<file path="src/rtl/apb_i2c_pkg.sv">
// Shared constants for the APB I2C register file: address map, STATUS and
// INT_STAT bit positions, and the register-select decode.
package apb_i2c_pkg;

    localparam int unsigned INT_W = 4;

    localparam logic [31:0] ADDR_TXDATA   = 32'h0000_0000;
    localparam logic [31:0] ADDR_RXDATA   = 32'h0000_0004;
    localparam logic [31:0] ADDR_CONFIG   = 32'h0000_0008;
    localparam logic [31:0] ADDR_TIMEOUT  = 32'h0000_000C;
    localparam logic [31:0] ADDR_STATUS   = 32'h0000_0010;
    localparam logic [31:0] ADDR_INT_EN   = 32'h0000_0014;
    localparam logic [31:0] ADDR_INT_STAT = 32'h0000_0018;

    // STATUS flag positions (levels occupy [7:0] and [15:8])
    localparam int unsigned ST_TX_EMPTY = 16;
    localparam int unsigned ST_TX_FULL  = 17;
    localparam int unsigned ST_RX_EMPTY = 18;
    localparam int unsigned ST_RX_FULL  = 19;

    // INT_STAT event positions
    localparam int unsigned IS_TX_DRAINED = 0;
    localparam int unsigned IS_RX_PUSH    = 1;
    localparam int unsigned IS_ERROR      = 2;
    localparam int unsigned IS_RX_OVF     = 3;

    typedef enum logic [2:0] {
        REG_TXDATA,
        REG_RXDATA,
        REG_CONFIG,
        REG_TIMEOUT,
        REG_STATUS,
        REG_INT_EN,
        REG_INT_STAT,
        REG_NONE
    } reg_e;

    // Full 32-bit compare: any stray address bit makes the access unmapped.
    function automatic reg_e decode_addr(input logic [31:0] addr);
        case (addr)
            ADDR_TXDATA:   return REG_TXDATA;
            ADDR_RXDATA:   return REG_RXDATA;
            ADDR_CONFIG:   return REG_CONFIG;
            ADDR_TIMEOUT:  return REG_TIMEOUT;
            ADDR_STATUS:   return REG_STATUS;
            ADDR_INT_EN:   return REG_INT_EN;
            ADDR_INT_STAT: return REG_INT_STAT;
            default:       return REG_NONE;
        endcase
    endfunction

endpackage

</file>
<file path="src/rtl/sync_fifo.sv">
// Single-clock first-word-fall-through FIFO with level output.
// Push at full and pop at empty are ignored; head reads 0 while empty.
module sync_fifo #(
    parameter int unsigned WIDTH = 32,
    parameter int unsigned DEPTH = 8
) (
    input  logic                     clk,
    input  logic                     rst_n,
    input  logic                     push,
    input  logic [WIDTH-1:0]         wdata,
    input  logic                     pop,
    output logic [WIDTH-1:0]         rdata,
    output logic                     full,
    output logic                     empty,
    output logic [$clog2(DEPTH):0]   level
);

    localparam int unsigned PTR_W = $clog2(DEPTH);
    localparam int unsigned LVL_W = PTR_W + 1;

    logic [WIDTH-1:0] mem [DEPTH];
    logic [PTR_W-1:0] wr_ptr;
    logic [PTR_W-1:0] rd_ptr;
    logic [LVL_W-1:0] count;
    logic             do_push;
    logic             do_pop;

    assign full    = (count == LVL_W'(DEPTH));
    assign empty   = (count == '0);
    assign do_push = push & ~full;
    assign do_pop  = pop & ~empty;
    assign rdata   = empty ? '0 : mem[rd_ptr];
    assign level   = count;

    // Pointer and occupancy update; pointers wrap naturally at DEPTH
    always_ff @(posedge clk) begin
        if (!rst_n) begin
            wr_ptr <= '0;
            rd_ptr <= '0;
            count  <= '0;
        end else begin
            if (do_push) wr_ptr <= wr_ptr + PTR_W'(1);
            if (do_pop)  rd_ptr <= rd_ptr + PTR_W'(1);
            case ({do_push, do_pop})
                2'b10:   count <= count + LVL_W'(1);
                2'b01:   count <= count - LVL_W'(1);
                default: count <= count;
            endcase
        end
    end

    // Storage array, written only on an accepted push outside reset
    always_ff @(posedge clk) begin
        if (rst_n && do_push) mem[wr_ptr] <= wdata;
    end

endmodule

</file>
<file path="src/rtl/apb_i2c_regfile.sv">
// APB register file for an I2C core: TX/RX FIFOs, CONFIG/TIMEOUT control,
// STATUS, and sticky interrupt status with enable mask.
// Optional macro APB_I2C_REGFILE_READBACK_EN: when defined, CONFIG, TIMEOUT
// and INT_EN read back their values; otherwise those reads return 0.
module apb_i2c_regfile
    import apb_i2c_pkg::*;
#(
    parameter int unsigned DATA_W     = 32,
    parameter int unsigned FIFO_DEPTH = 8,
    parameter int unsigned CFG_W      = 14
) (
    input  logic              PCLK,
    input  logic              PRESETn,
    input  logic              PSELx,
    input  logic              PENABLE,
    input  logic              PWRITE,
    input  logic [31:0]       PADDR,
    input  logic [DATA_W-1:0] PWDATA,
    output logic [DATA_W-1:0] PRDATA,
    output logic              PREADY,
    output logic              PSLVERR,
    input  logic              TX_RD_EN,
    output logic [DATA_W-1:0] TX_DATA,
    output logic              TX_EMPTY,
    input  logic              RX_WR_EN,
    input  logic [DATA_W-1:0] RX_DATA,
    output logic              RX_FULL,
    input  logic              ERROR,
    output logic [CFG_W-1:0]  CFG,
    output logic [CFG_W-1:0]  TIMEOUT,
    output logic              IRQ
);

    localparam int unsigned LVL_W = $clog2(FIFO_DEPTH) + 1;

    reg_e              reg_sel;
    logic              access;
    logic              bad;
    logic              wr_ok;
    logic              rd_ok;
    logic              tx_push;
    logic              rx_pop;
    logic              tx_full;
    logic              tx_empty;
    logic              rx_full;
    logic              rx_empty;
    logic [LVL_W-1:0]  tx_level;
    logic [LVL_W-1:0]  rx_level;
    logic [DATA_W-1:0] rx_head;
    logic [31:0]       status_word;
    logic [CFG_W-1:0]  cfg_q;
    logic [CFG_W-1:0]  timeout_q;
    logic [INT_W-1:0]  int_en;
    logic [INT_W-1:0]  int_stat;
    logic [INT_W-1:0]  int_set;
    logic [INT_W-1:0]  int_clr;
    logic [INT_W-1:0]  int_stat_nxt;

    // Address decode and access error classification
    always_comb begin
        reg_sel = decode_addr(PADDR);
        access  = PSELx & PENABLE;
        bad     = 1'b0;
        case (reg_sel)
            REG_TXDATA: bad = ~PWRITE | tx_full;
            REG_RXDATA: bad = PWRITE | rx_empty;
            REG_STATUS: bad = PWRITE;
            REG_NONE:   bad = 1'b1;
            default:    bad = 1'b0;
        endcase
    end

    assign PREADY  = access;
    assign PSLVERR = access & bad;
    assign wr_ok   = access & ~bad & PWRITE;
    assign rd_ok   = access & ~bad & ~PWRITE;
    assign tx_push = wr_ok & (reg_sel == REG_TXDATA);
    assign rx_pop  = rd_ok & (reg_sel == REG_RXDATA);

    sync_fifo #(
        .WIDTH (DATA_W),
        .DEPTH (FIFO_DEPTH)
    ) u_tx_fifo (
        .clk   (PCLK),
        .rst_n (PRESETn),
        .push  (tx_push),
        .wdata (PWDATA),
        .pop   (TX_RD_EN),
        .rdata (TX_DATA),
        .full  (tx_full),
        .empty (tx_empty),
        .level (tx_level)
    );

    sync_fifo #(
        .WIDTH (DATA_W),
        .DEPTH (FIFO_DEPTH)
    ) u_rx_fifo (
        .clk   (PCLK),
        .rst_n (PRESETn),
        .push  (RX_WR_EN),
        .wdata (RX_DATA),
        .pop   (rx_pop),
        .rdata (rx_head),
        .full  (rx_full),
        .empty (rx_empty),
        .level (rx_level)
    );

    assign TX_EMPTY = tx_empty;
    assign RX_FULL  = rx_full;
    assign CFG      = cfg_q;
    assign TIMEOUT  = timeout_q;
    assign IRQ      = |(int_stat & int_en);

    assign status_word = {12'd0, rx_full, rx_empty, tx_full, tx_empty,
                          8'(rx_level), 8'(tx_level)};

    // Interrupt event collection; a same-cycle set overrides the W1C clear
    always_comb begin
        int_set                = '0;
        int_set[IS_TX_DRAINED] = (tx_level == LVL_W'(1)) & TX_RD_EN & ~tx_push;
        int_set[IS_RX_PUSH]    = RX_WR_EN & ~rx_full;
        int_set[IS_ERROR]      = ERROR;
        int_set[IS_RX_OVF]     = RX_WR_EN & rx_full;
        int_clr                = (wr_ok && reg_sel == REG_INT_STAT) ? PWDATA[INT_W-1:0] : '0;
        int_stat_nxt           = (int_stat & ~int_clr) | int_set;
    end

    // Control and interrupt registers
    always_ff @(posedge PCLK) begin
        if (!PRESETn) begin
            cfg_q     <= '0;
            timeout_q <= '0;
            int_en    <= '0;
            int_stat  <= '0;
        end else begin
            if (wr_ok && reg_sel == REG_CONFIG)  cfg_q     <= PWDATA[CFG_W-1:0];
            if (wr_ok && reg_sel == REG_TIMEOUT) timeout_q <= PWDATA[CFG_W-1:0];
            if (wr_ok && reg_sel == REG_INT_EN)  int_en    <= PWDATA[INT_W-1:0];
            int_stat <= int_stat_nxt;
        end
    end

    // Read data mux; non-valid reads return 0
    always_comb begin
        PRDATA = '0;
        if (rd_ok) begin
            case (reg_sel)
                REG_RXDATA:   PRDATA = rx_head;
                REG_STATUS:   PRDATA = DATA_W'(status_word);
                REG_INT_STAT: PRDATA = DATA_W'(int_stat);
`ifdef APB_I2C_REGFILE_READBACK_EN
                REG_CONFIG:   PRDATA = DATA_W'(cfg_q);
                REG_TIMEOUT:  PRDATA = DATA_W'(timeout_q);
                REG_INT_EN:   PRDATA = DATA_W'(int_en);
`endif
                default:      PRDATA = '0;
            endcase
        end
    end

endmodule
</file>
<file path="config.mk">
export PLATFORM = sky130hd
export DESIGN_NAME = apb_i2c_regfile
export DESIGN_NICKNAME = d
export VERILOG_FILES = /design/src/rtl/apb_i2c_pkg.sv /design/src/rtl/sync_fifo.sv /design/src/rtl/apb_i2c_regfile.sv
export SDC_FILE = /design/constraint.sdc
export NUM_CORES = 1
export LEC_CHECK = 0
export BUFFER_PORTS_ARGS = -buffer_cell sky130_fd_sc_hd__buf_2
export CORE_AREA = 2 2 243 245
export CTS_BUF_LIST = sky130_fd_sc_hd__clkbuf_16
export CTS_CLUSTER_DIAMETER = 40
export DETAILED_ROUTE_END_ITERATION = 10
export DIE_AREA = 0 0 245 247
export SYNTH_ARGS = -nofsm -noshare
export SYNTH_HDL_FRONTEND = slang
export SYNTH_HIERARCHICAL = 1
export SYNTH_SLANG_ARGS = --single-unit
export TNS_END_PERCENT = 30
</file>
<file path="constraint.sdc">
create_clock -name PCLK -period 10.6 [get_ports PCLK]
set_clock_uncertainty 0.1 [all_clocks]
set_input_delay 2.12 -clock PCLK [delete_from_list [all_inputs] [get_ports PCLK]]
set_output_delay 2.12 -clock PCLK [all_outputs]
set_load 0.02 [all_outputs]
</file>
Word level (Yosys, flattened, before mapping). Memory sizes are Yosys's and may differ from the RTL's. A register that Yosys moved wholly into a read port is not among the register bits. Index checks and enable logic that the tools add are counted.

Flip-flop bits (word level): 56. Bits in writable memories: 512. Input bits: 104. Output and inout port bits: 97. Word-level logic and storage cells: 97. Memories kept: 2.

$add $sub $neg: 8. Equality and inequality tests: 20. Muxes and demuxes: 17. Bitwise operators: 27. Reduce and logical (&&, ||, !) cells: 13.

Memories: u_rx_fifo.mem (depth 8, bits a word 32, read ports 1, clocked after memory_dff 1, wr ports 1, line sync_fifo.sv:21) `logic [WIDTH-1:0] mem [DEPTH];`; u_tx_fifo.mem (depth 8, bits a word 32, read ports 1, clocked after memory_dff 1, wr ports 1, line sync_fifo.sv:21).

Operators with widths (number): $eq A32 B5 Y1 const B (3); $mux W32 (3); $pmux W32 S3 (1); $eq A32 B4 Y1 const B (2); $eq A32 B3 Y1 const B (1); $logic_not A32 Y1 (1); $pmux W3 S7 (1); $pmux W4 S2 (2); $and A1 B1 Y1 (14); $add A3 B1 Y3 const B (4); $eq A3 B3 Y1 const B (4); $mux W3 (4); $add A4 B1 Y4 const B (2); $and A4 B4 Y4 (2); $eq A4 B4 Y1 const B (2); $logic_not A4 Y1 (2); $sub A4 B1 Y4 const B (2); $not A1 Y1 (7); $eq A3 B2 Y1 const B (2); $logic_and A1 B1 Y1 (6); $eq A2 B1 Y1 const B (2); $eq A2 B2 Y1 const B (2); $eq A4 B1 Y1 const B (1); $mux W1 (4); other kinds (9) (11).

Longest topological paths before layout. Gate-level depths: netlist of run 1.

Word-level depth: 12. Mapped depth: 15. Gate-level depth less buffers: 13.

Modules after synthesis. Netlist of run 1, hierarchy kept.

By module, submodules not included: sync_fifo (instances 2, cells an instance 480, area each 10369.9 sq um, sequential area each 7947.6 sq um); apb_i2c_regfile (instances 1, cells an instance 278, area each 2229.6 sq um, sequential area each 720.7 sq um).

Worst setup path after synthesis of run 1. No wires, ideal clock.

Kind: input to register. Start: input PADDR[1]. End: memory u_tx_fifo.mem[1][0], enable pin. Library setup time: 0.501 ns. Data arrival time: 7.534 ns. Required time: 9.999 ns. Slack: 2.464 ns. Stages on the path: 9. Buffers on the path: 3. Cells stage by stage: or4_4 > or4_4 > buf_6 > or2_1 > buf_2 > buf_2 > nor3_1 > nand2_4 > nor4_1.

Longest elaborated chain between the ends: 12. Elaborated cells on any way between the ends: 21. Classes of those cells: eq/ne: 9; mux: 4; bitwise: 5; reduce/logical: 3.

RTL lines: start: declaration (line apb_i2c_regfile.sv:17) `input logic [31:0] PADDR,`; $eq A32 B5 Y1 (tied with other cells) (line apb_i2c_pkg.sv:40) `case (addr)`; $pmux W3 S7 * (line apb_i2c_pkg.sv:40); $eq A3 B3 Y1 (tied with other cells) (line apb_i2c_regfile.sv:64) `case (reg_sel)`; $pmux W1 S4 (line apb_i2c_regfile.sv:64); $not A1 Y1 (line apb_i2c_regfile.sv:75) `assign wr_ok = access & ~bad & PWRITE;`; $and A1 B1 Y1 (2 in series) (line apb_i2c_regfile.sv:75); $and A1 B1 Y1 * (line apb_i2c_regfile.sv:77) `assign tx_push = wr_ok & (reg_sel == REG_TXDATA);`; via tx_push (line apb_i2c_regfile.sv:41) `logic tx_push;`; $and A1 B1 Y1 * (line sync_fifo.sv:30) `assign do_push = push & ~full;`; $logic_and A1 B1 Y1 * (line sync_fifo.sv:54) `if (rst_n && do_push) mem[wr_ptr] <= wdata;`; $mux W1 * (line sync_fifo.sv:54); $mux W1 (implied by the code) * (line sync_fifo.sv:54); end: declaration (line sync_fifo.sv:21).

The timed path passes the listed nets; every way through them passes the cells marked *.

Worst setup path in the final report of run 1.
Start: input PADDR[4]. End: output PRDATA[12].

Longest elaborated chain between the ends: 8. Elaborated cells on any way between the ends: 19. Classes of those cells: eq/ne: 10; mux: 4; bitwise: 3; reduce/logical: 2.

RTL lines: $eq A32 B5 Y1 (tied with other cells) (line apb_i2c_pkg.sv:40); $pmux W3 S7 * (line apb_i2c_pkg.sv:40); $eq A3 B3 Y1 (tied with other cells) (line apb_i2c_regfile.sv:64); $pmux W1 S4 (line apb_i2c_regfile.sv:64); $not A1 Y1 (line apb_i2c_regfile.sv:76) `assign rd_ok = access & ~bad & ~PWRITE;`; $and A1 B1 Y1 (2 in series) (line apb_i2c_regfile.sv:76); $mux W32 * (line apb_i2c_regfile.sv:148) `if (rd_ok) begin`; end: declaration (line apb_i2c_regfile.sv:19) `output logic [DATA_W-1:0] PRDATA,`.

Mark *: on every way between the ends. The rest lies on a longest branch, timed or not.

==> results of run 1 <==
-- placed cells by master, fill, tap and decap left out, types with 4 or more instances in the layout --
master     netlist  layout
a22o_1           4       4
a31oi_1          4       4
a32oi_1          8       8
and2_1          17      17
buf_2            9     200
buf_4           12      27
bufinv_16        0      13
clkbuf_16        0      89
clkinv_1         0       7
clkinv_2         0      13
clkinv_4         0       7
dfxtp_1         62      56
dfxtp_2          0       4
edfxtp_1       512     512
ha_1            10      10
inv_1           29      35
inv_6            0      18
mux2i_1        102     102
mux4_2         128     128
nand2_1         64      64
nand3_1         16      16
nor2_1          76      72
nor2_4           0       4
nor2b_1          6       6
nor3_1          16       8
nor3_2           1       9
nor4_1          40      36
nor4_2           0       4
o21ai_0          8       8
xnor2_1          8       8
xor2_1           4       4
-- worst max path at each step --
stage / start / to / slack (ns) / cells after the start
final: PADDR[4] / PRDATA[12] / 3.75 / 5
after global routing: PADDR[4] / PRDATA[12] / 3.53 / 5
after CTS: PADDR[4] / PRDATA[12] / 3.74 / 5
after detailed placement: PADDR[4] / PRDATA[12] / 3.76 / 5
after global placement: PADDR[4] / PRDATA[12] / 3.92 / 5
after floorplan: PADDR[1] / u_tx_fifo/mem[1][0] / 2.46 / 9
-- flip-flops by register name, indices dropped and copies added, names as in the netlist, named ones only --
signal	cells
int_en	4
int_stat	4
u_rx_fifo/mem	256
u_tx_fifo/wr_ptr	3
u_tx_fifo/mem	256
u_rx_fifo/rd_ptr	3
CFG	14
u_tx_fifo/level	4
u_tx_fifo/rd_ptr	3
TIMEOUT	14
u_rx_fifo/wr_ptr	3
u_rx_fifo/level	4
-- where the power goes --
group / switching, mW / total, mW / internal [mW] / leakage (nW)
clock network: 1.08 / 2.96 / 1.88 / 1.54
logic: 0.0814 / 0.119 / 0.0371 / 2.71
registers: 0.00659 / 2.49 / 2.48 / 5.12
total: 1.16 / 5.56 / 4.40 / 9.36
-- logic make-up (layout without fill, tap and decap cells) --
kind of cell,Yosys count,in the layout,share of synthesized area (%)
xor gates and xnor gates,12,12,0.458
other,0,2,0
AOI/OAI and AO/OA,36,36,1.11
adders and majority gates,12,12,0.719
DFF,574,574,72.3
muxes,230,230,17.0
buffers and inverters,103,419,2.25
and+or+nand+nor,271,271,6.13
-- metal layers --
layer	vias up	routed length [µm]	track usage [%]
li1	5455	-	-
met1	6285	22100	22.8
met2	369	25400	28.6
met3	89	3350	3.99
met4	8	1120	5.72
met5	-	36	0
-- worst max-delay path, stage by stage --
cell and delay (ns):
buf_2 0.22, nor3b_2 0.78, nand2b_1 0.79, nor4_1 0.46, buf_2 0.24
-- per-stage QoR --
step | hold slack [ns] | cells | util [%]
2_1_floorplan | 0.334 | 1238 | -
3_3_place_gp | 0.342 | 2164 | 42.7
3_5_place_dp | 0.348 | 2164 | 42.7
4_1_cts | 0.358 | 2327 | 47.9
5_1_grt | 0.372 | 2327 | 47.9
6_report | 0.356 | 2329 | 48.0
-- layout make-up --
class | count | area (µm²)
Fill cell | 4890 | 30300
Sequential cell | 574 | 16600
Multi-Input combinational cell | 561 | 5940
Clock buffer | 89 | 2230
Timing Repair Buffer | 227 | 1200
Tap cell | 773 | 967
Clock inverter | 74 | 852
Inverter | 29 | 109
Antenna cell | 2 | 5.00
==> summary.txt, run 1 <==
Status - finished, final reports clean
Root Driver - clkbuf_16
Post-CTS setup buffers - 0
Hold-fix buffers at CTS - 0
Synth top cells by count - 512 x edfxtp_1, 128 x mux4_2, 102 x mux2i_1
Vias in the first global route - 12.6k
Fraction of layout cells with a size suffix above 1 - 34.7%
Dpl ws - 3.76 ns
Reg clk slew, reported paths - 0.05 ns
Syn Nets - 1354
Count leader, synth - edfxtp_1
Max Cap Viol - 0
Setup crit end kind - output port
Sequential area share after synthesis - 72.3%
WHS Endpoint - TIMEOUT[3]
Max Slew Vio Count - 0
Asr flop ratio synth - 0%
Worst reg2reg path startpoint - u_tx_fifo/level[1]
Worst skew pair latency - 0.61 ns
Max IR drop VDD - 0.212 mV
Avg Inst Size Synth - 18.6 µm²
Io pins - 201
Critical Path RT - 8.38 ns
Hold path depth - 2
Largest net degree at the start of global routing - 86
Max Freq - 146 MHz
First-pass GRT wire length - 78.2 mm
Tcrit/Tclk final - 64.6%
Cell area after layout - 27900 µm²
Dominant synthesized flop cell - edfxtp_1
Reg2reg path depth - 13
GPL Wtd Cong - 0.783
Top cells by area, synth - edfxtp_1 67%, mux4_2 13%, dfxtp_1 5.4%
Cells after synthesis - 1238
Final WL - 52.0 mm
# DRC - 0
Critical path arrival - 4.63 ns
P&R area growth vs syn - 21.6%
# port buffers - 200
GRT overflow - 0
RSZ-0062 raised after global routing - no
Routed len/inst - 22.3 µm
Initial core utilization - 39.4%
Yosys warns - 6
Final total power - 5.56 mW
GRT Total Usage - 17.3%
Clock Tree Buf Depth - 3
Startpoint types - input pin
Post-synth top area cell - edfxtp_1
DR pass1 iterations - 5
Relative slew slack - 28.6%
FF-to-FF End - u_rx_fifo/level[3]
Number of synthesized flops with an enable pin - 512
Flop2flop setup slack - 6.24 ns
Core Footprint - 58200 µm²
Final Critical Period - 6.85 ns
Vias/cell - 5.24
Rows - 89
Die Span Y - 247 µm
Post-DP Area - 24800 µm²
CTS tree - done
# clock sinks - 574
Die Area - 60500 µm²
Die Span X - 245 µm
WS Path Type - in2out
Static Leak - 9.36 nW
Synth top area share - 66.9%
Number of DRC markers in iteration 0 - 719
Worst slew pin tran - 1.07 ns
Synth Cell Area - 23000 µm²
CTS Buf Count - 87
Post-DP HPWL - 29.4 mm
Hold Startpoint - TIMEOUT[3]
Resized Gates After CTS - 0
Fin nets - 1596
Via count - 12.2k
Remaining antenna violation count after routing - 0
H-tree lvl count - 3
TNS Setup - 0 ns
Min-delay worst type - reg2reg
Synth Register Bits - 574
Final-report hold violation count - 0
Final WS setup - 3.75 ns
Antenna violations before repair - 8
Setup violators final - 0
Synth cell types - 58
Worst-path maximum fanout - 22
Power per standard cell area - 199 nW/µm²
Power figures use the tool's default switching activity.
==> inputs of run 2 (changes only) <==
--- a/config.mk
+++ b/config.mk
@@ -5,12 +5,13 @@
 export SDC_FILE = /design/constraint.sdc
 export NUM_CORES = 1
 export LEC_CHECK = 0
+export ABC_AREA = 1
 export BUFFER_PORTS_ARGS = -buffer_cell sky130_fd_sc_hd__buf_2
-export CORE_AREA = 2 2 243 245
+export CORE_AREA = 2 2 255 257
 export CTS_BUF_LIST = sky130_fd_sc_hd__clkbuf_16
 export CTS_CLUSTER_DIAMETER = 40
 export DETAILED_ROUTE_END_ITERATION = 10
-export DIE_AREA = 0 0 245 247
+export DIE_AREA = 0 0 257 259
 export SYNTH_ARGS = -nofsm -noshare
 export SYNTH_HDL_FRONTEND = slang
 export SYNTH_HIERARCHICAL = 1
==> constraint.sdc (replaced) <==
create_clock -name PCLK -period 6 [get_ports PCLK]
set_clock_uncertainty 0.1 [all_clocks]
set_input_delay 1.2 -clock PCLK [delete_from_list [all_inputs] [get_ports PCLK]]
set_output_delay 1.2 -clock PCLK [all_outputs]
set_load 0.02 [all_outputs]
==> summary.txt, run 2 <==
Met3 usage - 3.77% (was 3.99%)
Resized Gates After CTS - 0 (unchanged)
Met2 Use GR - 33.5% (was 28.6%)
Vias/cell - 4.82 (was 5.24)
Fin nets - 2984 (was 1596)
Largest net degree at the start of global routing - 85 (was 86)
P&R area growth vs syn - 20.5% (was 21.6%)
Synth Cell Area - 25300 µm² (was 23000 µm²)
# clock sinks - 574 (unchanged)
Synth Register Bits - 574 (unchanged)
Post-CTS setup buffers - 0 (unchanged)
GRT Total Usage - 19.3% (was 17.3%)
Core Footprint - 63900 µm² (was 58200 µm²)
Setup crit end kind - output port (unchanged)
# port buffers - 200 (unchanged)
H-tree lvl count - 3 (unchanged)
Yosys warns - 6 (unchanged)
Status - finished, final reports clean (unchanged)
Asr flop ratio synth - 0% (unchanged)
Largest family of logic cells by synthesized area - simple AND/OR/NAND/NOR gates (was multiplexers)
Cell area after layout - 30500 µm² (was 27900 µm²)
Synth Area in Adders - 0.654% (was 0.719%)
Max Slew Vio Count - 0 (unchanged)
Fraction of layout cells with a size suffix above 1 - 14.9% (was 34.7%)
Switching Share - 29.0% (was 20.9%)
Final-report hold violation count - 0 (unchanged)
Synth top cells by count - 1033 x nand2_1, 512 x edfxtp_1, 329 x inv_1 (was 512 x edfxtp_1, 128 x mux4_2, 102 x mux2i_1)
XOR/XNOR share of the synthesized area - 0.139% (was 0.458%)
Synth cell types - 35 (was 58)
Final WL - 64.4 mm (was 52.0 mm)
# DRC - 0 (unchanged)
Vias in the first global route - 18.0k (was 12.6k)
GPL Wtd Cong - 0.797 (was 0.783)
Rows - 93 (was 89)
Die Area - 66600 µm² (was 60500 µm²)
TNS Setup - 0 ns (unchanged)
Static Leak - 13.2 nW (was 9.36 nW)
Cells after synthesis - 2653 (was 1238)
Worst skew pair latency - 0.62 ns (was 0.61 ns)
Sequential area share after synthesis - 65.8% (was 72.3%)
Max Cap Viol - 0 (unchanged)
Comb power frac - 17.0% (was 2.1%)
Die Span Y - 259 µm (was 247 µm)
Final Critical Period - 5.39 ns
Slowest-stage cell, CP - clkinv_2 (was nand2b_1)
Max stage delay on crit path - 1.03 ns (was 0.79 ns)
Count leader, synth - nand2_1 (was edfxtp_1)
Hold-fix buffers at CTS - 0 (unchanged)
Synth Area in Compound Gates - 1.60% (was 1.11%)
Min-delay worst type - reg2reg (unchanged)
Max IR drop VDD - 0.266 mV (was 0.212 mV)
Most frequent cells in the layout - 1033 x nand2_1, 512 x edfxtp_1, 336 x inv_1 (was 512 x edfxtp_1, 200 x buf_2, 128 x mux4_2)
Critical Path RT - 4.70 ns (was 8.38 ns)
Critical path arrival - 4.09 ns (was 4.63 ns)
P_sw - 3.48 mW (was 1.16 mW)
Setup violators final - 0 (unchanged)
Relative slew slack - 24.2% (was 28.6%)
DR pass1 iterations - 5 (unchanged)
Met1 Track Usage GR - 24.2% (was 22.8%)
Post-DP HPWL - 38.3 mm (was 29.4 mm)
Most Used Layer, Global Route - met2 (unchanged)
Commonest non-fill, non-tap cell in the layout - nand2_1 (was edfxtp_1)
Number of synthesized flops with an enable pin - 512 (unchanged)
Number of DRC markers in iteration 0 - 1204 (was 719)
Mux share of post-synthesis cell area - 0% (was 17.0%)
Via count - 18.3k (was 12.2k)
Syn Nets - 2769 (was 1354)
Die Span X - 257 µm (was 245 µm)
Startpoint types - flop (was input pin)
Post-Synth Simple-Gate Area - 24.5% (was 6.13%)
Synth top area share - 60.8% (was 66.9%)
CTS Buf Count - 91 (was 87)
Initial core utilization - 39.6% (was 39.4%)
Tcrit/Tclk final - 89.9%
Remaining antenna violation count after routing - 0 (unchanged)
First-pass GRT wire length - 100 mm (was 78.2 mm)
Worst slew pin tran - 1.14 ns (was 1.07 ns)
Max Freq - 185 MHz
Sequential share of power - 37.6% (was 44.7%)
Biggest registers after layout - u_rx_fifo/mem (256), u_tx_fifo/mem (256) (unchanged)
Clock Tree Buf Depth - 3 (unchanged)
Antenna violations before repair - 7 (was 8)
CTS tree - done (unchanged)
RSZ-0062 raised after global routing - no (unchanged)
# fillers - 5774 (was 4890)
Clock share of power - 45.4% (was 53.2%)
GRT overflow - 0 (unchanged)
Post-DP Area - 27200 µm² (was 24800 µm²)
WS Path Type - reg2out (was in2out)
Flop2flop setup slack - 1.59 ns (was 6.24 ns)
CP Cell Sequence - clkinv_2, buf_4, buf_4, nand2_1, nand3_1, nand3_1, nand2_1, nor2_1, inv_1, nor2_1, buf_2 (was buf_2, nor3b_2, nand2b_1, nor4_1, buf_2)
Final total power - 12.0 mW (was 5.56 mW)
Post-synth top area cell - edfxtp_1 (unchanged)
Reg clk slew, reported paths - 0.05 ns (about the same)
Avg Inst Size Synth - 9.52 µm² (was 18.6 µm²)
Top cells by area, synth - edfxtp_1 61%, nand2_1 15%, nand3_1 5.0% (was edfxtp_1 67%, mux4_2 13%, dfxtp_1 5.4%)
Root Driver - clkbuf_16 (unchanged)
Worst-path maximum fanout - 71 (was 22)
Io pins - 201 (unchanged)
Routed len/inst - 16.9 µm (was 22.3 µm)
Dominant synthesized flop cell - edfxtp_1 (unchanged)
Pint - 8.54 mW (was 4.40 mW)
Power per standard cell area - 394 nW/µm² (was 199 nW/µm²)
==> run 2: cell count changes after synthesis, moves of 12 or more <==
cell,before,now
nor4_1,40,0
buf_2,9,71
nand3_1,16,251
inv_1,29,329
mux2i_1,102,0
and2_1,17,0
nor3_1,16,4
nand2_1,64,1033
nor2_1,76,212
a21oi_1,3,51
mux4_2,128,0
==> run 2: area by class of cell <==
cell class              instances  area [µm²]  share of cell area (%)
diodes                          1        2.50                 0.00822
clock buffers                  93        2330                    7.64
clock inverters                77         908                    2.98
inverters                     335        1260                    4.14
multi-input cells            1624        6930                    22.7
flip-flops and latches        574       16600                    54.6
well taps                     855        1070                    3.51
repair buffers                242        1330                    4.36
==> run 2: power by group through the flow <==
stage | registers, mW | clock network [mW] | logic (mW)
after global placement | 4.60 | 0 | 2.03
final | 4.52 | 5.45 | 2.04
after global routing | 4.53 | 5.73 | 2.28
after floorplan | 4.52 | 0 | 1.42
after detailed placement | 4.60 | 0 | 2.06
after CTS | 4.52 | 5.55 | 2.07
==> run 2: kinds of logic after synthesis <==
group	Yosys count
AND/OR/NAND/NOR	1531
adder cells (fa/ha/maj)	12
XOR/XNOR	4
AO/OA/AOI/OAI	77
buffers and inverters	455
flip-flops	574
==> run 2: worst paths after layout <==
kind	startpoint	to	cells past startpoint
worst max register to register	u_rx_fifo/level[1]	u_rx_fifo/level[3]	21
worst min register to register	TIMEOUT[11]	TIMEOUT[11]	2
worst min-delay path	TIMEOUT[11]	TIMEOUT[11]	2
worst max-delay path	flop	PRDATA[12]	11
==> run 2: metal layers <==
metal | wire, µm | up-vias
met5 | 60 | -
met4 | 1450 | 8
li1 | - | 8959
met2 | 32100 | 524
met1 | 27000 | 8728
met3 | 3770 | 111
==> run 2: stage by stage <==
| stage | worst slack [ns] | hold slack (ns) | util (%) | instances |
|---|---|---|---|---|
| 2_1_floorplan | 1.35 | 0.341 | - | 2653 |
| 3_5_place_dp | 0.866 | 0.354 | 42.6 | 3630 |
| 3_3_place_gp | 1.04 | 0.351 | 42.6 | 3630 |
| 6_report | 0.607 | 0.357 | 47.7 | 3801 |
| 4_1_cts | 0.524 | 0.364 | 47.7 | 3800 |
| 5_1_grt | 0.237 | 0.383 | 47.7 | 3801 |
==> run 2: critical path: cells and delay by family (launching register included) <==
family / cells / cell delay [ns]
flops: 1 / 0.71
simple gates: 6 / 0.59
buf+inv: 5 / 2.14
